<file path="src/rtl/uart_pkg.sv">
// Shared UART definitions: receiver FSM states, majority-vote sample placement
// and the parity-type encoding used by both Tx and Rx.
package uart_pkg;

    typedef enum logic [2:0] {
        IDLE,
        START,
        DATA,
        PARITY,
        STOP
    } rx_state_t;

    // Majority samples sit one oversample tick either side of mid-bit.
    localparam int unsigned MAJ_EARLY_OFS = 1;
    localparam int unsigned MAJ_LATE_OFS  = 1;

    localparam logic PAR_EVEN = 1'b0;
    localparam logic PAR_ODD  = 1'b1;

    function automatic int unsigned mid_point(input int unsigned ovs);
        return ovs / 2;
    endfunction

endpackage

</file>
<file path="src/rtl/rx_bit_sampler.sv">
// Serial-line front end: 2-flop synchronizer, oversample counter and a
// 3-sample majority vote around mid-bit.
module rx_bit_sampler
    import uart_pkg::*;
#(
    parameter int unsigned OVERSAMPLE = 16
) (
    input  logic clk,
    input  logic hard_rst_n,
    input  logic baud_tick,
    input  logic rx_in,
    input  logic restart,
    output logic rx_s,
    output logic bit_done,
    output logic bit_val,
    output logic period_end
);

    localparam int unsigned CW = $clog2(OVERSAMPLE);
    localparam logic [CW-1:0] IDX_LO  = CW'(mid_point(OVERSAMPLE) - MAJ_EARLY_OFS);
    localparam logic [CW-1:0] IDX_MID = CW'(mid_point(OVERSAMPLE));
    localparam logic [CW-1:0] IDX_HI  = CW'(mid_point(OVERSAMPLE) + MAJ_LATE_OFS);

    logic          sync1;
    logic [CW-1:0] scnt;
    logic          s_lo;
    logic          s_mid;

    always_ff @(posedge clk) begin
        if (!hard_rst_n) begin
            sync1 <= 1'b1;
            rx_s  <= 1'b1;
            scnt  <= '0;
            s_lo  <= 1'b1;
            s_mid <= 1'b1;
        end else begin
            sync1 <= rx_in;
            rx_s  <= sync1;
            if (baud_tick) begin
                if (restart) begin
                    scnt <= '0;
                end else begin
                    scnt <= scnt + 1'b1;
                end
                if (scnt == IDX_LO) begin
                    s_lo <= rx_s;
                end
                if (scnt == IDX_MID) begin
                    s_mid <= rx_s;
                end
            end
        end
    end

    // Third sample is the live synchronized value on the deciding tick.
    always_comb begin
        bit_done   = baud_tick && (scnt == IDX_HI);
        bit_val    = (s_lo & s_mid) | (s_lo & rx_s) | (s_mid & rx_s);
        period_end = baud_tick && (scnt == '1);
    end

endmodule

</file>
<file path="src/rtl/uart_rx_fsmd.sv">
// UART receiver FSMD: start/data/parity/stop framing on top of the oversampled
// bit sampler, delivering a data_valid pulse with per-frame error flags.
module uart_rx_fsmd
    import uart_pkg::*;
#(
    parameter int unsigned DATA_WIDTH = 8,
    parameter int unsigned OVERSAMPLE = 16
) (
    input  logic                  clk,
    input  logic                  hard_rst_n,
    input  logic                  baud_tick,
    input  logic                  rx_in,
    input  logic                  par_en,
    input  logic                  par_typ,
    output logic [DATA_WIDTH-1:0] rx_data,
    output logic                  data_valid,
    output logic                  par_err,
    output logic                  stop_err,
    output logic                  busy
);

    localparam int unsigned BW = $clog2(DATA_WIDTH);
    localparam logic [BW-1:0] LAST_BIT = BW'(DATA_WIDTH - 1);

    rx_state_t             state;
    rx_state_t             state_next;
    logic [BW-1:0]         bcnt;
    logic [DATA_WIDTH-1:0] shreg;
    logic                  par_en_l;
    logic                  par_typ_l;
    logic                  par_err_int;
    logic                  restart;
    logic                  rx_s;
    logic                  bit_done;
    logic                  bit_val;
    logic                  period_end;

    rx_bit_sampler #(
        .OVERSAMPLE(OVERSAMPLE)
    ) u_sampler (
        .clk       (clk),
        .hard_rst_n(hard_rst_n),
        .baud_tick (baud_tick),
        .rx_in     (rx_in),
        .restart   (restart),
        .rx_s      (rx_s),
        .bit_done  (bit_done),
        .bit_val   (bit_val),
        .period_end(period_end)
    );

    always_ff @(posedge clk) begin
        if (!hard_rst_n) begin
            state <= IDLE;
        end else begin
            state <= state_next;
        end
    end

    always_comb begin
        state_next = state;
        case (state)
            IDLE:   if (baud_tick && !rx_s) state_next = START;
            START: begin
                if (bit_done && bit_val) begin
                    state_next = IDLE;
                end else if (period_end) begin
                    state_next = DATA;
                end
            end
            DATA: begin
                if (period_end && (bcnt == LAST_BIT)) begin
                    state_next = par_en_l ? PARITY : STOP;
                end
            end
            PARITY: if (period_end) state_next = STOP;
            STOP:   if (bit_done) state_next = IDLE;
            default: state_next = IDLE;
        endcase
    end

    // Any state change restarts the oversample count from zero.
    assign restart = (state_next != state);
    assign busy    = (state != IDLE);

    always_ff @(posedge clk) begin
        if (!hard_rst_n) begin
            bcnt        <= '0;
            shreg       <= '0;
            par_en_l    <= 1'b0;
            par_typ_l   <= PAR_EVEN;
            par_err_int <= 1'b0;
            rx_data     <= '0;
            data_valid  <= 1'b0;
            par_err     <= 1'b0;
            stop_err    <= 1'b0;
        end else begin
            data_valid <= 1'b0;
            if (state == IDLE && state_next == START) begin
                par_en_l    <= par_en;
                par_typ_l   <= par_typ;
                par_err_int <= 1'b0;
            end
            if (state == START && state_next == DATA) begin
                bcnt <= '0;
            end
            if (state == DATA) begin
                if (bit_done) begin
                    shreg <= {bit_val, shreg[DATA_WIDTH-1:1]};
                end
                if (period_end) begin
                    bcnt <= bcnt + 1'b1;
                end
            end
            if (state == PARITY && bit_done) begin
                par_err_int <= ((^shreg) ^ bit_val) != par_typ_l;
            end
            if (state == STOP && bit_done) begin
                rx_data    <= shreg;
                data_valid <= 1'b1;
                par_err    <= par_en_l ? par_err_int : 1'b0;
                stop_err   <= ~bit_val;
            end
        end
    end

endmodule

</file>
<file path="config.mk">
export PLATFORM = sky130hd
export DESIGN_NAME = uart_rx_fsmd
export DESIGN_NICKNAME = d
export VERILOG_FILES = /design/src/rtl/uart_pkg.sv /design/src/rtl/rx_bit_sampler.sv /design/src/rtl/uart_rx_fsmd.sv
export SDC_FILE = /design/constraint.sdc
export NUM_CORES = 1
export LEC_CHECK = 0
export ABC_AREA = 1
export CAP_MARGIN = 20
export CORE_MARGIN = 1
export CORE_UTILIZATION = 55
export DETAILED_ROUTE_END_ITERATION = 10
export GPL_TIMING_DRIVEN = 0
export PLACE_DENSITY = 0.84
export SLEW_MARGIN = 20
export SYNTH_ARGS = -nofsm -noshare
export SYNTH_HDL_FRONTEND = slang
export SYNTH_SLANG_ARGS = --single-unit
</file>
<file path="constraint.sdc">
create_clock -name clk -period 1.77 [get_ports clk]
set_input_delay 0.177 -clock clk [delete_from_list [all_inputs] [get_ports clk]]
set_output_delay 0.177 -clock clk [all_outputs]
set_load 0.05 [all_outputs]
</file>
==> summary.txt <==
YS warnings = 0
CTS tree = built
DP HPWL = 2590 um
TritonCTS Buffers = 5
Number of setup buffers added after CTS = 0
Setup Skew = 4.377 ps
Fin. max-slew vios = 0
Total routed wirelength = 3538 um
CORE AREA = 3028 um^2
FF-to-FF path depth = 9
DRC violations left = 0
# diodes = 0
WP buf/inv = 1
Crit start category = register
Nets@finish = 273
Run status = finished, final reports clean
Cell Chain, Critical Path = clkdlybuf4s50_1
Worst rel slew slack = 0.6669
Max FO, Critical Path = 2
Worst-Margin Slew = 499.6 ps
Mapped Area = 1739 um^2
First-pass GRT wire length = 6009 um
Max VDD drop = 638.9 uV
Critical path arrival = 1500 ps
Post-synthesis sequential area ratio = 0.4144
DRT antenna net count = 0
CP peak stage delay = 800 ps
Kind of critical path = reg2out
CTS root buf = clkbuf_4
Max clock buf depth = 2
Worst Hold Depth = 2
Most common cell after layout, fill and taps aside = nand2_1
Routability cong. = 0.8987
Antenna violations before repair = 0
Starting density of the core = 0.5744
Psw = 351.0 uW
GRT Total Usage = 0.2317
Main combinational cell family by area after synthesis = simple AND/OR/NAND/NOR gates
Largest net degree at the start of global routing = 12
Compound-cell area share of the yosys netlist = 0.1813
Setup crit end kind = output pin
DIE AREA = 3391 um^2
Seq pwr share = 0.594
Mapped Nets = 249
H-tree depth = 2
CTS resizes = 1
Clock power share = 0.332
CP max-delay cell = clkdlybuf4s50_1
Hold crit path type = in2reg
Comb pwr share = 0.074
Cell variety after synth = 27
Vias in the first global route = 1416
Most frequent cells in the layout = 54 x nand2_1, 36 x dfxtp_1, 28 x a21oi_1
Yosys reg bits = 36
Syn Area/Cell = 7.307 um^2
DR pass1 iterations = 4
Period utilization = 0.9489
Power consumption = 1.398 mW
Final setup margin = 90.51 ps
Max frequency = 595.4 MHz
Die X = 58.23 um
Pwr/cell area = 690.4 nW/um^2
Mux contribution to synthesized area = 0
Cell count along the critical path = 1
DP Worst Slack = -11.10 ps
Skew-Pair Late Insertion Delay = 340 ps
CP Data Required Time = 1590 ps
Hold Vio Cnt, Final = 0
Mean number of vias per cell = 5.215
Post-synthesis adder-cell area fraction = 0.03597
Net Sw Frac = 0.2511
I/O Pins = 18
Register area = 720.7 um^2
Xor/xnor share of the synthesized area = 0.005036
Simple-Gate Fraction of Synth Area = 0.2734
Area growth from synthesis to layout = 16.40%
Max cap viols = 0
Via total after detailed routing = 1601
Die height = 58.23 um
Routed wire length per instance = 11.52 um
Clock sink count = 36
RSZ-0062 raised after global routing = false
Share of layout cells above drive strength 1 = 0.1217
Starting DRT DRC Count = 117
# rows = 20
Port Buffers = 17
Crit path max-delay family = buffers and inverters
Clock period minus worst slack = 1679 ps
FILL cells = 272
Reg clk slew, reported paths = 110 ps
Cells after synthesis = 238
Leak = 0.9316 nW
Overflow after GRT = 0
Internal power = 1.047 mW
Setup tns final = 0 ps
Final setup fails = 0
Multi-input logic area = 862.1 um^2
Hold Buf Count CTS = 0
-- layer usage --
layer / part of all wire / vias to the layer above / global-route usage / routed length (um)
met3: 0.040 / 7 / 0.04688 / 142
met2: 0.45 / 30 / 0.3612 / 1601
met1: 0.49 / 738 / 0.3134 / 1743
li1: - / 826 / - / -
met5: 0 / - / 0 / 0
met4: 0.014 / 0 / 0.09524 / 51
-- cells in the mapped netlist --
cell | n | area share
inv_2 | 6 | 0.013
nor2_4 | 2 | 0.013
nor3_1 | 4 | 0.012
nand2_4 | 1 | 0.0065
nor2_1 | 17 | 0.037
nand2_1 | 54 | 0.12
o211ai_1 | 1 | 0.0043
a21oi_2 | 2 | 0.010
o2111ai_1 | 1 | 0.0050
nand3_1 | 9 | 0.026
o21ai_0 | 15 | 0.043
o21ai_1 | 12 | 0.035
nor2_8 | 2 | 0.023
dfxtp_1 | 36 | 0.41
clkbuf_1 | 3 | 0.0065
a31oi_1 | 1 | 0.0036
inv_4 | 1 | 0.0036
ha_1 | 5 | 0.036
buf_6 | 2 | 0.013
nor2_2 | 2 | 0.0072
a21oi_1 | 28 | 0.081
xnor2_1 | 1 | 0.0050
nand3_2 | 2 | 0.012
or2_2 | 3 | 0.011
nand4_1 | 2 | 0.0072
inv_1 | 25 | 0.054
nand2_2 | 1 | 0.0036
-- path summary, 6_finish.rpt --
check	end	slack, ps	start
setup / recovery	par_err	90	par_err
hold / removal	u_sampler.sync1	390	rx_in
setup reg to reg	u_sampler.scnt[3]	240	u_sampler.rx_s
hold reg to reg	u_sampler.rx_s	420	u_sampler.sync1
-- kinds of logic (layout without fill, tap and decap cells) --
group           after synthesis  in the layout
simple gates                 99             99
compound gates               60             60
buf+inv                      37             62
flops                        36             36
fa+ha+maj                     5              5
xor+xnor                      1              1
-- worst register-to-register path, stage by stage (launching register included) --
cell	delay (ps)
dfxtp_1	430
nand2_1	100
a21oi_1	320
nand2_1	110
nand2_1	80
nand2_1	50
nand2_1	80
o21ai_1	80
nand2_2	110
a21oi_1	70
-- power by group through the flow --
stage          sequential [mW]  clock, mW  combinational [mW]
3_5_place_dp             0.849          0               0.104
4_1_cts                  0.830      0.470               0.103
3_3_place_gp             0.848          0               0.102
2_1_floorplan            0.846          0              0.0697
5_1_grt                  0.832      0.513               0.116
6_report                 0.830      0.464               0.103
-- through the flow --
| step | instances | instance area [um^2] | utilization | hold slack (ps) |
|---|---|---|---|---|
| floorplan | 238 | 1739 | - | 269.0 |
| global placement | 299 | 1964 | 0.6488 | 395.7 |
| detailed placement | 299 | 1964 | 0.6488 | 399.5 |
| CTS | 307 | 2024 | 0.6686 | 392.2 |
| global route | 307 | 2024 | 0.6686 | 384.5 |
| finish | 307 | 2024 | 0.6686 | 394.6 |
-- cell type report --
| class | instances | share of cell area |
|---|---|---|
| multi-input combinational | 165 | 0.4258 |
| inverter | 32 | 0.06057 |
| buffer | 5 | 0.01669 |
| sequential | 36 | 0.3560 |
| clock inverter | 2 | 0.004944 |
| tap | 44 | 0.02719 |
| timing repair buffer | 17 | 0.08344 |
| clock buffer | 6 | 0.02534 |
-- registers in the layout, indices dropped and copies added, names as in the netlist, 3 cells and up --
| signal | count |
|---|---|
| state | 3 |
| shreg | 8 |
| rx_data | 8 |
| u_sampler.scnt | 4 |
| bcnt | 3 |
No activity file was read; power rests on OpenSTA's default activity.
